--- config.mk ---
export PLATFORM = sky130hd
export DESIGN_NAME = cla_subtractor_serial_flat
export DESIGN_NICKNAME = d
export VERILOG_FILES = /design/src/rtl/cla_subtractor_serial_if.sv /design/src/rtl/cla_subtractor_serial.sv /design/src/flat_wrapper.sv
export SDC_FILE = /design/constraint.sdc
export NUM_CORES = 1
export LEC_CHECK = 0
export CORE_ASPECT_RATIO = 0.75
export CORE_MARGIN = 4
export CORE_UTILIZATION = 37
export DETAILED_ROUTE_END_ITERATION = 16
export PLACE_DENSITY = 0.71
export SETUP_SLACK_MARGIN = 0.4
export SYNTH_ARGS = -nofsm -noshare
export SYNTH_HDL_FRONTEND = slang
export SYNTH_SLANG_ARGS = --single-unit
--- constraint.sdc ---
create_clock -name clk -period 2.8 [get_ports clk]
set_input_delay 0.42 -clock clk [delete_from_list [all_inputs] [get_ports clk]]
set_output_delay 0.42 -clock clk [all_outputs]
set_load 0.005 [all_outputs]
--- src/rtl/cla_subtractor_serial_if.sv ---
// Start/busy/done handshake bundle for the nibble-serial subtractor.
// The controller drives the master side; the subtractor is the slave.
interface cla_subtractor_serial_if #(
  parameter int unsigned WIDTH = 16
) ();
  logic             start;
  logic [WIDTH-1:0] a;
  logic [WIDTH-1:0] b;
  logic             bin;
  logic             busy;
  logic             done;
  logic [WIDTH-1:0] d;
  logic             bout;
  logic             ovf;
  logic             zero;

  modport master (
    output start, a, b, bin,
    input  busy, done, d, bout, ovf, zero
  );

  modport slave (
    input  start, a, b, bin,
    output busy, done, d, bout, ovf, zero
  );
endinterface

--- src/rtl/cla_subtractor_serial.sv ---
// Nibble-serial subtractor D = A - B - Bin: one 4-bit lookahead slice per cycle,
// with a carry register chaining the slices (carry = ~borrow).
module cla_subtractor_serial #(
  parameter int unsigned WIDTH = 16
) (
  input logic                   clk,
  input logic                   rst,
  cla_subtractor_serial_if.slave bus
);

  localparam int unsigned N     = WIDTH / 4;
  localparam int unsigned IDX_W = (N > 1) ? $clog2(N) : 1;

  typedef enum logic {IDLE, RUN} state_t;

  state_t             state, state_next;
  logic [WIDTH-1:0]   a_q, a_n;
  logic [WIDTH-1:0]   b_q, b_n;
  logic [WIDTH-1:0]   res_q, res_n;
  logic               c_q, c_n;
  logic [IDX_W-1:0]   idx_q, idx_n;
  logic               busy_q, busy_n;
  logic               done_q, done_n;
  logic [WIDTH-1:0]   d_q, d_n;
  logic               bout_q, bout_n;
  logic               ovf_q, ovf_n;
  logic               zero_q, zero_n;

  logic [3:0] x, y, p, g, s;
  logic       c1, c2, c3, c4;

  // One 4-bit generate/propagate lookahead slice on the current nibble
  always_comb begin
    x  = a_q[idx_q*4 +: 4];
    y  = ~b_q[idx_q*4 +: 4];
    p  = x ^ y;
    g  = x & y;
    c1 = g[0] | (p[0] & c_q);
    c2 = g[1] | (p[1] & g[0]) | (p[1] & p[0] & c_q);
    c3 = g[2] | (p[2] & g[1]) | (p[2] & p[1] & g[0]) | (p[2] & p[1] & p[0] & c_q);
    c4 = g[3] | (p[3] & g[2]) | (p[3] & p[2] & g[1]) | (p[3] & p[2] & p[1] & g[0])
       | (p[3] & p[2] & p[1] & p[0] & c_q);
    s  = p ^ {c3, c2, c1, c_q};
  end

  // Next-state and next-output logic
  always_comb begin
    state_next = state;
    a_n        = a_q;
    b_n        = b_q;
    res_n      = res_q;
    c_n        = c_q;
    idx_n      = idx_q;
    busy_n     = busy_q;
    done_n     = 1'b0;
    d_n        = d_q;
    bout_n     = bout_q;
    ovf_n      = ovf_q;
    zero_n     = zero_q;

    unique case (state)
      IDLE: begin
        if (bus.start) begin
          a_n        = bus.a;
          b_n        = bus.b;
          c_n        = ~bus.bin;
          idx_n      = '0;
          busy_n     = 1'b1;
          state_next = RUN;
        end
      end
      RUN: begin
        res_n[idx_q*4 +: 4] = s;
        c_n                 = c4;
        if (idx_q == IDX_W'(N - 1)) begin
          d_n        = res_n;
          bout_n     = ~c4;
          ovf_n      = (a_q[WIDTH-1] ^ b_q[WIDTH-1]) & (res_n[WIDTH-1] ^ a_q[WIDTH-1]);
          zero_n     = (res_n == '0);
          done_n     = 1'b1;
          busy_n     = 1'b0;
          idx_n      = '0;
          state_next = IDLE;
        end else begin
          idx_n = idx_q + IDX_W'(1);
        end
      end
      default: state_next = IDLE;
    endcase
  end

  always_ff @(posedge clk) begin
    if (rst) begin
      state  <= IDLE;
      a_q    <= '0;
      b_q    <= '0;
      res_q  <= '0;
      c_q    <= 1'b0;
      idx_q  <= '0;
      busy_q <= 1'b0;
      done_q <= 1'b0;
      d_q    <= '0;
      bout_q <= 1'b0;
      ovf_q  <= 1'b0;
      zero_q <= 1'b0;
    end else begin
      state  <= state_next;
      a_q    <= a_n;
      b_q    <= b_n;
      res_q  <= res_n;
      c_q    <= c_n;
      idx_q  <= idx_n;
      busy_q <= busy_n;
      done_q <= done_n;
      d_q    <= d_n;
      bout_q <= bout_n;
      ovf_q  <= ovf_n;
      zero_q <= zero_n;
    end
  end

  assign bus.busy = busy_q;
  assign bus.done = done_q;
  assign bus.d    = d_q;
  assign bus.bout = bout_q;
  assign bus.ovf  = ovf_q;
  assign bus.zero = zero_q;

endmodule

--- src/flat_wrapper.sv ---
// flat-port wrapper written by rule: the top's interface ports become plain ports
module cla_subtractor_serial_flat 
#(
  parameter int unsigned WIDTH = 16
)
  (clk, rst, bus_start, bus_a, bus_b, bus_bin, bus_busy, bus_done, bus_d, bus_bout, bus_ovf, bus_zero);
  cla_subtractor_serial_if #(.WIDTH(WIDTH)) bus_i ();
  input logic clk;
  input logic rst;
  input wire logic [$bits(bus_i.start)-1:0] bus_start;
  input wire logic [$bits(bus_i.a)-1:0] bus_a;
  input wire logic [$bits(bus_i.b)-1:0] bus_b;
  input wire logic [$bits(bus_i.bin)-1:0] bus_bin;
  output wire logic [$bits(bus_i.busy)-1:0] bus_busy;
  output wire logic [$bits(bus_i.done)-1:0] bus_done;
  output wire logic [$bits(bus_i.d)-1:0] bus_d;
  output wire logic [$bits(bus_i.bout)-1:0] bus_bout;
  output wire logic [$bits(bus_i.ovf)-1:0] bus_ovf;
  output wire logic [$bits(bus_i.zero)-1:0] bus_zero;
  assign bus_i.start = bus_start;
  assign bus_i.a = bus_a;
  assign bus_i.b = bus_b;
  assign bus_i.bin = bus_bin;
  assign bus_busy = bus_i.busy;
  assign bus_done = bus_i.done;
  assign bus_d = bus_i.d;
  assign bus_bout = bus_i.bout;
  assign bus_ovf = bus_i.ovf;
  assign bus_zero = bus_i.zero;
  cla_subtractor_serial #(.WIDTH(WIDTH)) u_core (.clk(clk), .rst(rst), .bus(bus_i));
endmodule
==> results of run 1 <==
==> cells by family after synthesis <==
kind of cell | synth area share [%]
simple gates | 19.9
compound gates | 18.9
flops | 44.3
buf+inv | 4.43
fa+ha+maj | 4.77
mux | 6.06
xor+xnor | 1.59
==> layout make-up <==
class,count,area (µm²)
Multi-Input combinational cell,272,1860
Timing Repair Buffer,81,756
Clock inverter,3,42.5
Fill cell,763,4020
Sequential cell,73,1470
Clock buffer,13,240
Inverter,13,48.8
Tap cell,108,135
==> where the power goes <==
part / total, mW / internal, mW / switching [mW]
logic: 0.548 / 0.267 / 0.281
registers: 1.11 / 1.08 / 0.0331
clock network: 1.10 / 0.689 / 0.413
total: 2.77 / 2.04 / 0.728
==> timing repair <==
action                     4_1_cts  5_1_grt
setup buffers                   13        3
pin swaps                        3        7
gates cloned                     1        0
gates resized for setup         15       15
setup endpoints to repair       18       16
==> synthesized netlist by cell type, drive strengths merged, types with 2 or more instances <==
cell type,count,area share [%]
nand2,93,11
dfxtp,73,44
a21oi,50,7.7
nor2,21,2.4
clkbuf,20,2.3
o21ai,16,2.4
inv,13,1.5
ha,11,4.2
a32oi,8,2.1
mux4,8,5.5
nor2b,7,1.3
a22oi,6,1.4
nor3,6,1.1
a211oi,5,1.3
buf,4,0.68
nand2b,4,0.76
and2,3,0.68
nand3,3,0.45
nand4,3,0.57
nor4,3,0.57
a311oi,2,0.72
a32o,2,0.61
mux2i,2,0.61
o21a,2,0.45
o22ai,2,0.38
xnor2,2,0.76
==> metrics by stage <==
step                      util [%]  hold slack (ns)  cells  power [mW]  cell area (µm²)
after floorplan                  -            0.433    381        1.41             3340
after global placement        46.7            0.434    530        1.54             4000
after detailed placement      46.7            0.443    530        1.55             4000
after CTS                     52.1            0.451    560        2.74             4460
after global routing          53.1            0.472    563        2.88             4550
final                         53.1            0.450    563        2.77             4550
==> state kept, by name, indices dropped and copies added, names as in the netlist, 2 cells and up <==
register      count
u_core.a_q       16
u_core.res_q     16
u_core.idx_q      2
u_core.bus.d     16
u_core.b_q       16
==> how the worst min path moves through the flow <==
stage                         start               to  slack (ns)  cells past startpoint
global route        u_core.bus.d[5]  u_core.bus.d[5]        0.47                      2
CTS                   u_core.b_q[9]    u_core.b_q[9]        0.45                      2
global placement    u_core.bus.d[8]  u_core.bus.d[8]        0.43                      2
finish              u_core.bus.d[7]  u_core.bus.d[7]        0.45                      2
floorplan            u_core.a_q[10]   u_core.a_q[10]        0.43                      2
detailed placement    u_core.b_q[9]    u_core.b_q[9]        0.44                      2
==> layer usage <==
metal / share of wire (%) / vias up
met5: 0 / -
met4: 0.85 / 0
met3: 7.6 / 8
met2: 45 / 93
met1: 47 / 1395
li1: - / 1459
==> worst max-delay path: cells and delay by family (launching register included) <==
family | cells | cell delay (ns)
AO/OA/AOI/OAI | 3 | 0.51
multiplexers | 1 | 0.50
flip-flops | 1 | 0.41
buffers and inverters | 3 | 0.40
adder cells (fa/ha/maj) | 1 | 0.22
XOR/XNOR | 1 | 0.20
AND/OR/NAND/NOR | 1 | 0.05
==> results.yml, run 1 <==
detailed_routing:
  ant_nets: 0
  wl_per_cell_um: 15.0
  dr.first_iter.drc_count: 203
  totalWireLength_um: 8460
  vias: 2955
  dr.pass1.iters: 4
  viasPerCell: 5.25
  drc: 0
place:
  numPortBuffers: 56
  hpwl_um: 5910
  gp_congestion: 0.885
  dp_worst_setup_slack_ns: 0.161
worst_setup_path:
  rr_startpoint: "u_core.idx_q[0]"
  rr_endpoint: "u_core.res_q[7]"
  crit_start: "u_core.idx_q[0]"
  endpoint: "u_core.res_q[7]"
  crit_type: "reg -> reg"
  arrival_ns: 2.62
  endpoint_kind: "register"
  critPathLaunchType: "register"
  critPathMaxStageDelay_ns: 0.50
  critPathMaxFanout: 6
  cp_slowest_cell: "mux4_2"
  crit_required_ns: 3.01
  path_cells: "buf_6 -> mux4_2 -> inv_2 -> ha_4 -> o21ai_4 -> o21bai_4 -> xor2_4 -> buf_4 -> a32oi_2 -> nor2_1"
  rr_worst_depth: 10
  rrSetupSlack_ns: 0.38
synthesis:
  ys_warn_count: 0
  syn_avg_cell_area_um2: 8.67
  async_reset_ff_share_pct: 0
  syn-instance-count: 381
  synth-edff-count: 0
  yosysSeqAreaShare_pct: 44.3
  synth_top_flop_cell: "dfxtp_1"
  synth_seq_cells: 73
  synthesis.area_mm2: 0.00330
  ys_types: 49
  syn_nets: 429
timing:
  setup_viol: 0
  max_slew_margin_pct: 59.0
  finalClockSkew_ns: 0.00839
  hold_viol_final: 0
  fin_crit_ns: 2.42
  rsz0062_at_grt: "yes"
  fin_tns_setup_ns: 0
  fin_crit_sh_pct: 86.3
  final_max_slew_viol_count: 0
  fin_ws_ns: 0.385
  worst_pin_slew_ns: 0.615
  fmax_ghz: 0.414
finish:
  fin_nets: 498
  layout_common_cells: "nand2_1, dfxtp_1, clkdlybuf4s50_1"
  drive_gt1_share_pct: 18.7
  final_common_cell: "nand2_1"
  antennaDiodeCount: 0
  area_growth_pct: 37.7
clocking:
  cts_made_buffers: 9
  cts.clk_slew.worst_paths_ns: 0.06
  hold_buffers: 0
  h-tree-depth: 3
  clock_path_buffers: 2
  clock-sinks: 73
  root_buffer: "clkbuf_16"
  cts_tree: "yes"
  clock_latency_ns: 0.33
grt:
  grt_util_met3_pct: 6.24
  antenna_found_initial: 0
  grt_pass1_wl_um: 13800
  globalRoute.busiestLayer: "met2"
  overflow: 0
  grt_pass1_vias: 2784
  grt_usage_pct: 16.5
  met2_usage_pct: 23.4
  grt_start_max_net_pins: 45
  use_met1_pct: 23.4
flow_run:
  cap_violations: 0
floorplanning:
  rows: 29
  die_w_um: 117
  core_area_mm2: 0.00856
  ios: 57
  die_y_um: 89.8
  start_util_pct: 38.6
  die_area_mm2: 0.0105
power_and_ir_drop:
  vdd_drop_max_v: 0.000348
  leakagePower_nw: 1.63
  p_per_area_mw_per_mm2: 608
worst_hold_path:
  hold_path_class: "reg -> reg"
run_status:
  status: "complete, no violations"
Power figures use the tool's default switching activity.
==> inputs of run 2 (changes only) <==
--- a/config.mk
+++ b/config.mk
@@ -5,10 +5,10 @@
 export SDC_FILE = /design/constraint.sdc
 export NUM_CORES = 1
 export LEC_CHECK = 0
-export CORE_ASPECT_RATIO = 0.75
 export CORE_MARGIN = 4
 export CORE_UTILIZATION = 37
 export DETAILED_ROUTE_END_ITERATION = 16
+export GPL_TIMING_DRIVEN = 0
 export PLACE_DENSITY = 0.71
 export SETUP_SLACK_MARGIN = 0.4
 export SYNTH_ARGS = -nofsm -noshare
==> run 2 against run 1 <==
  * Sequential power about the same
  * Hold slack got worse by 0.0034 ns
  * Combinational power increased by 1%
  * First-iteration DRC count decreased by 9.4%
  * Final cell count increased by 1.6%
  * Maximum frequency decreased by 2.6%
  * Die area decreased by 0.15%
  * Worst setup slack got worse by 0.064 ns
  * Clock power decreased by 19%
  * Critical endpoint is now u_core.res_q[11]
==> results.yml, run 2 (synthesis results as in run 1) <==
run_status:
  status: "complete, no violations"
timing:
  fin_crit_sh_pct: 88.5
  max_slew_margin_pct: 62.7
  worst_pin_slew_ns: 0.559
  fmax_ghz: 0.403
  rsz0062_at_grt: "yes"
  setup_viol: 0
  finalClockSkew_ns: 0.0155
  hold_viol_final: 0
  final_max_slew_viol_count: 0
  fin_crit_ns: 2.48
worst_setup_path:
  critPathLaunchType: "register"
  worst-path-buf-inv: 4
  critPathMaxStageDelay_ns: 0.55
  crit_family: "multiplexers"
  endpoint_kind: "register"
  rr_startpoint: "u_core.idx_q[0]"
  worst_path_most_repeated_cell: "buf_6"
  cp_slowest_cell: "mux4_2"
  arrival_ns: 2.70
  critPathMaxFanout: 7
  rrSetupSlack_ns: 0.32
  rr_endpoint: "u_core.res_q[11]"
  rr_worst_depth: 11
  crit_type: "reg -> reg"
  path_cells: "buf_12 -> mux4_2 -> inv_2 -> ha_4 -> a211oi_4 -> o21bai_4 -> xor2_4 -> buf_6 -> buf_6 -> a32oi_2 -> nor2_1"
  crit_required_ns: 3.02
finish:
  drive_gt1_share_pct: 15.5
  finish.instance_area_mm2: 0.00445
  layout_common_cells: "nand2_1, dfxtp_1, clkdlybuf4s50_1"
  final_common_cell: "nand2_1"
  area_growth_pct: 34.7
  antennaDiodeCount: 0
  fin_nets: 508
grt:
  grt_util_met3_pct: 3.48
  grt_start_max_net_pins: 13
  use_met1_pct: 21.4
  grt_pass1_wl_um: 13300
  met2_usage_pct: 27.2
  overflow: 0
  globalRoute.busiestLayer: "met2"
  grt_usage_pct: 16.2
  grt_pass1_vias: 2833
  antenna_found_initial: 0
detailed_routing:
  dr.first_iter.drc_count: 184
  wl_per_cell_um: 14.5
  totalWireLength_um: 8300
  drc: 0
  viasPerCell: 5.16
  vias: 2950
  ant_nets: 0
  dr.pass1.iters: 4
floorplanning:
  die_w_um: 102
  start_util_pct: 37.9
  core_area_mm2: 0.00872
  rows: 34
  die_area_mm2: 0.0105
  ios: 57
  die_y_um: 102
worst_hold_path:
  hold_path_class: "reg -> reg"
  min_path_cells: 2
  min_from: "u_core.bus.d[14]"
  min_to: "u_core.bus.d[14]"
clocking:
  clock_latency_ns: 0.35
  clock_path_buffers: 2
  cts_tree: "yes"
  clock-sinks: 73
  cts.clk_slew.worst_paths_ns: 0.08
  root_buffer: "clkbuf_8"
  h-tree-depth: 3
  cts_made_buffers: 9
place:
  gp_congestion: 0.835
  hpwl_um: 5920
  numPortBuffers: 55
  dpl_cell_area_mm2: 0.00403
power_and_ir_drop:
  power_mw: 2.55
  p_per_area_mw_per_mm2: 572
  vdd_drop_max_v: 0.000309
  leakagePower_nw: 1.59
flow_run:
  cap_violations: 0
-- run 2: changes by cell type in the layout (fill, tap and decap cells not counted), sizes merged --
cell | before | now
buf | 25 | 17
bufinv | 1 | 2
clkbuf | 13 | 29
clkdlybuf4s50 | 56 | 55
clkinv | 1 | 4
clkinvlp | 1 | 0
xor2 | 2 | 1
-- run 2: metal layers --
layer	vias to the layer above	share of wire [%]
li1	1478	-
met1	1381	45
met2	80	48
met3	11	5.8
met4	0	1.2
met5	-	0
-- run 2: worst max path at each step --
| stage | cells after the start | slack, ns | end | start |
|---|---|---|---|---|
| after floorplan | 8 | 0.40 | u_core.bus.zero | u_core.idx_q[0] |
| after global placement | 7 | -0.07 | u_core.bus.zero | u_core.idx_q[1] |
| after detailed placement | 7 | -0.08 | u_core.bus.zero | u_core.idx_q[1] |
| after CTS | 7 | 0.30 | u_core.bus.zero | u_core.idx_q[0] |
| after global routing | 11 | 0.22 | u_core.res_q[11] | u_core.idx_q[0] |
| final | 11 | 0.32 | u_core.res_q[11] | u_core.idx_q[0] |
-- run 2: final cells by class --
| cell class | instances | area [µm²] |
|---|---|---|
| fillers | 791 | 4270 |
| inverters | 13 | 48.8 |
| flip-flops and latches | 73 | 1470 |
| clock inverters | 6 | 83.8 |
| repair buffers | 68 | 669 |
| plain buffers | 24 | 114 |
| well taps | 108 | 135 |
| clock buffers | 9 | 124 |
| multi-input cells | 271 | 1810 |
-- run 2: worst register-to-register path, delay by kind of cell, from the launching register on --
family / cells / cell delay, ns
mux: 1 / 0.55
compound gates: 3 / 0.54
buf+inv: 4 / 0.49
flops: 1 / 0.36
fa+ha+maj: 1 / 0.20
xor+xnor: 1 / 0.16
simple gates: 1 / 0.05
-- run 2: what timing repair did --
item,4_1_cts,5_1_grt
endpoints found under the hold margin,0,0
gates resized for setup,14,13
setup buffers,10,3
pin swaps,6,11
setup endpoints to repair,35,20
cloned,0,0
hold buffers,0,0
-- run 2: per-stage QoR --
stage / cells / utilization [%] / TNS [ns] / worst slack [ns] / hold slack, ns
2_1_floorplan: 381 / - / 0 / 0.402 / 0.433
3_3_place_gp: 544 / 46.2 / -0.0654 / -0.0654 / 0.440
3_5_place_dp: 544 / 46.2 / -0.0785 / -0.0785 / 0.441
4_1_cts: 569 / 50.3 / 0 / 0.303 / 0.458
5_1_grt: 572 / 51.0 / 0 / 0.223 / 0.470
6_report: 572 / 51.0 / 0 / 0.321 / 0.446
-- run 2: power by group --
group | total (mW) | switching [mW] | leakage, nW | internal, mW
clock | 0.887 | 0.394 | 0.109 | 0.494
sequential | 1.10 | 0.0253 | 0.596 | 1.08
combinational | 0.554 | 0.286 | 0.881 | 0.268
==> inputs of run 3 (changes only) <==
--- a/config.mk
+++ b/config.mk
@@ -5,11 +5,12 @@
 export SDC_FILE = /design/constraint.sdc
 export NUM_CORES = 1
 export LEC_CHECK = 0
+export ABC_AREA = 1
 export CORE_MARGIN = 4
 export CORE_UTILIZATION = 37
 export DETAILED_ROUTE_END_ITERATION = 16
-export GPL_TIMING_DRIVEN = 0
-export PLACE_DENSITY = 0.71
+export GPL_TIMING_DRIVEN = 1
+export PLACE_DENSITY = 0.7
 export SETUP_SLACK_MARGIN = 0.4
 export SYNTH_ARGS = -nofsm -noshare
 export SYNTH_HDL_FRONTEND = slang
==> run 3 against run 2 <==
  * Final area up 0.31%
  * Die area increased by 1.3%
  * Maximum frequency grew 3.4%
  * Critical path type unchanged
  * Critical endpoint is now u_core.bus.zero
==> results.yml, run 3 <==
run_status:
  status: "complete, no violations"
clocking:
  root_buffer: "clkbuf_8"
  cts.clk_slew.worst_paths_ns: 0.08
  hold_buffers: 0
  clock_path_buffers: 2
  clock_latency_ns: 0.34
  clock-sinks: 73
  h-tree-depth: 3
  cts_made_buffers: 9
  cts_tree: "yes"
synthesis:
  ys_types: 31
  synthTopCellsByArea: "dfxtp_1, nor2_1, o21ai_0"
  synth_top_area_share_pct: 43.6
  syn-instance-count: 467
  synth_common_cells: "nor2_1, nand2_1, dfxtp_1, o21ai_0, inv_1"
  synth_top_area_cell: "dfxtp_1"
  async_reset_ff_share_pct: 0
  syn_nets: 515
  synth_top_flop_cell: "dfxtp_1"
  synth-edff-count: 0
  yosysSeqAreaShare_pct: 43.6
  synth_seq_cells: 73
  ys_warn_count: 0
  yosysMostFrequentCell: "nor2_1"
  syn_avg_cell_area_um2: 7.17
  synthesis.area_mm2: 0.00335
power_and_ir_drop:
  leakagePower_nw: 1.99
  combPwrFrac_pct: 21.4
  vdd_drop_max_v: 0.000301
  switching_share_pct: 28.4
  switching_power_mw: 0.735
  power.internal_mw: 1.85
  clockPowerShare_pct: 34.7
  p_per_area_mw_per_mm2: 580
  seqPwrFrac_pct: 43.9
timing:
  setup_viol: 0
  worst_pin_slew_ns: 0.547
  fmax_ghz: 0.417
  fin_ws_ns: 0.401
  max_slew_margin_pct: 63.5
  finalClockSkew_ns: 0.00738
  rsz0062_at_grt: "yes"
  final_max_slew_viol_count: 0
  hold_viol_final: 0
  fin_crit_ns: 2.40
  fin_tns_setup_ns: 0
  fin_crit_sh_pct: 85.7
worst_setup_path:
  arrival_ns: 2.68
  critPathMaxFanout: 6
  critPathMaxStageDelay_ns: 0.36
  cp_slowest_cell: "dfxtp_2"
  crit_family: "simple AND/OR/NAND/NOR gates"
  worst-path-buf-inv: 3
  crit_required_ns: 3.08
  endpoint_kind: "register"
  path_cells: "clkinvlp_4 -> buf_6 -> a32oi_2 -> inv_1 -> ha_1 -> nand3_1 -> nand2_1 -> nand2_1 -> nand2_1 -> nand4_1 -> nand2_1 -> nor2_1 -> nand2_1 -> nor2_1 -> nand3_1 -> nand2_1"
  critPathLaunchType: "register"
  crit_type: "reg -> reg"
  worst_path_most_repeated_cell: "nand2_1"
floorplanning:
  rows: 34
  ios: 57
  core_area_mm2: 0.00876
  start_util_pct: 38.2
  die_y_um: 103
  die_area_mm2: 0.0106
  die_w_um: 103
detailed_routing:
  totalWireLength_um: 8630
  vias: 3237
  drc: 0
  dr.first_iter.drc_count: 176
  ant_nets: 0
  viasPerCell: 5.02
  wl_per_cell_um: 13.4
  dr.pass1.iters: 4
grt:
  overflow: 0
  grt_usage_pct: 17.3
  grt_pass1_vias: 3140
  antenna_found_initial: 0
  grt_start_max_net_pins: 37
  grt_pass1_wl_um: 14500
finish:
  drive_gt1_share_pct: 14.2
  regArea_mm2: 0.00147
  multiInputGateArea_mm2: 0.00168
  fin_nets: 581
  finish.instance_area_mm2: 0.00446
  area_growth_pct: 33.2
  final_common_cell: "nor2_1"
  antennaDiodeCount: 0
  layout_common_cells: "nor2_1, nand2_1, dfxtp_1"
  fill_cells: 878
worst_hold_path:
  hold_path_class: "reg -> reg"
place:
  hpwl_um: 6190
  numPortBuffers: 56
  dpl_cell_area_mm2: 0.00405
  dp_worst_setup_slack_ns: 0.123
  gp_congestion: 0.941
flow_run:
  cap_violations: 0
-- run 3: cells by family (layout without fill, tap and decap cells) --
kind of cell / after synthesis / count (layout) / synth area share (%)
fa+ha+maj: 12 / 12 / 4.71
xor+xnor: 1 / 1 / 0.262
buf+inv: 77 / 147 / 9.00
flops: 73 / 73 / 43.6
simple gates: 196 / 196 / 24.2
compound gates: 108 / 108 / 18.2
-- run 3: worst paths after layout --
path,from,cells past startpoint,end,slack [ns]
worst max-delay path,u_core.idx_q[1],16,u_core.bus.zero,0.40
worst min-delay path,u_core.bus.d[6],2,u_core.bus.d[6],0.46
worst max register to register,u_core.idx_q[1],16,u_core.bus.zero,0.40
worst min register to register,u_core.bus.d[6],2,u_core.bus.d[6],0.46
-- run 3: power groups by stage --
stage	logic, mW	registers, mW	clock network [mW]
floorplan	0.335	1.14	0
CTS	0.514	1.14	0.914
global placement	0.472	1.16	0
finish	0.553	1.14	0.898
detailed placement	0.480	1.16	0
global route	0.616	1.14	0.958
-- run 3: cell type report --
cell class	instances	share of cell area [%]
multi-input combinational	317	37.6
sequential	73	32.9
timing repair buffer	75	16.5
inverter	56	4.96
clock buffer	10	3.09
tap	108	3.03
clock inverter	5	1.80
timing repair inverter	1	0.140
-- run 3: through the flow --
stage	hold WS [ns]	total power, mW	std cells	util [%]
2_1_floorplan	0.424	1.48	467	-
3_3_place_gp	0.440	1.63	620	46.2
3_5_place_dp	0.446	1.64	620	46.2
4_1_cts	0.464	2.56	643	50.0
5_1_grt	0.480	2.72	645	50.9
6_report	0.459	2.59	645	50.9
-- run 3: per-layer routing --
| metal | track usage [%] | routed length (µm) | vias to the layer above |
|---|---|---|---|
| met5 | 0 | 0 | - |
| met4 | 6.77 | 178 | 0 |
| met3 | 3.45 | 438 | 15 |
| met2 | 29.1 | 4190 | 84 |
| met1 | 21.7 | 3820 | 1503 |
| li1 | - | - | 1635 |
-- run 3: repair_timing --
item | CTS | global route
endpoints found under the setup margin | 8 | 9
cloned | 1 | 0
pin swaps | 4 | 13
setup buffers | 7 | 2
gates resized for setup | 15 | 17
-- run 3: tightest hold or removal path, stage by stage, from the launching register on --
cell and delay (ns):
dfxtp_1 0.33, nand2_1 0.05, o21ai_0 0.05
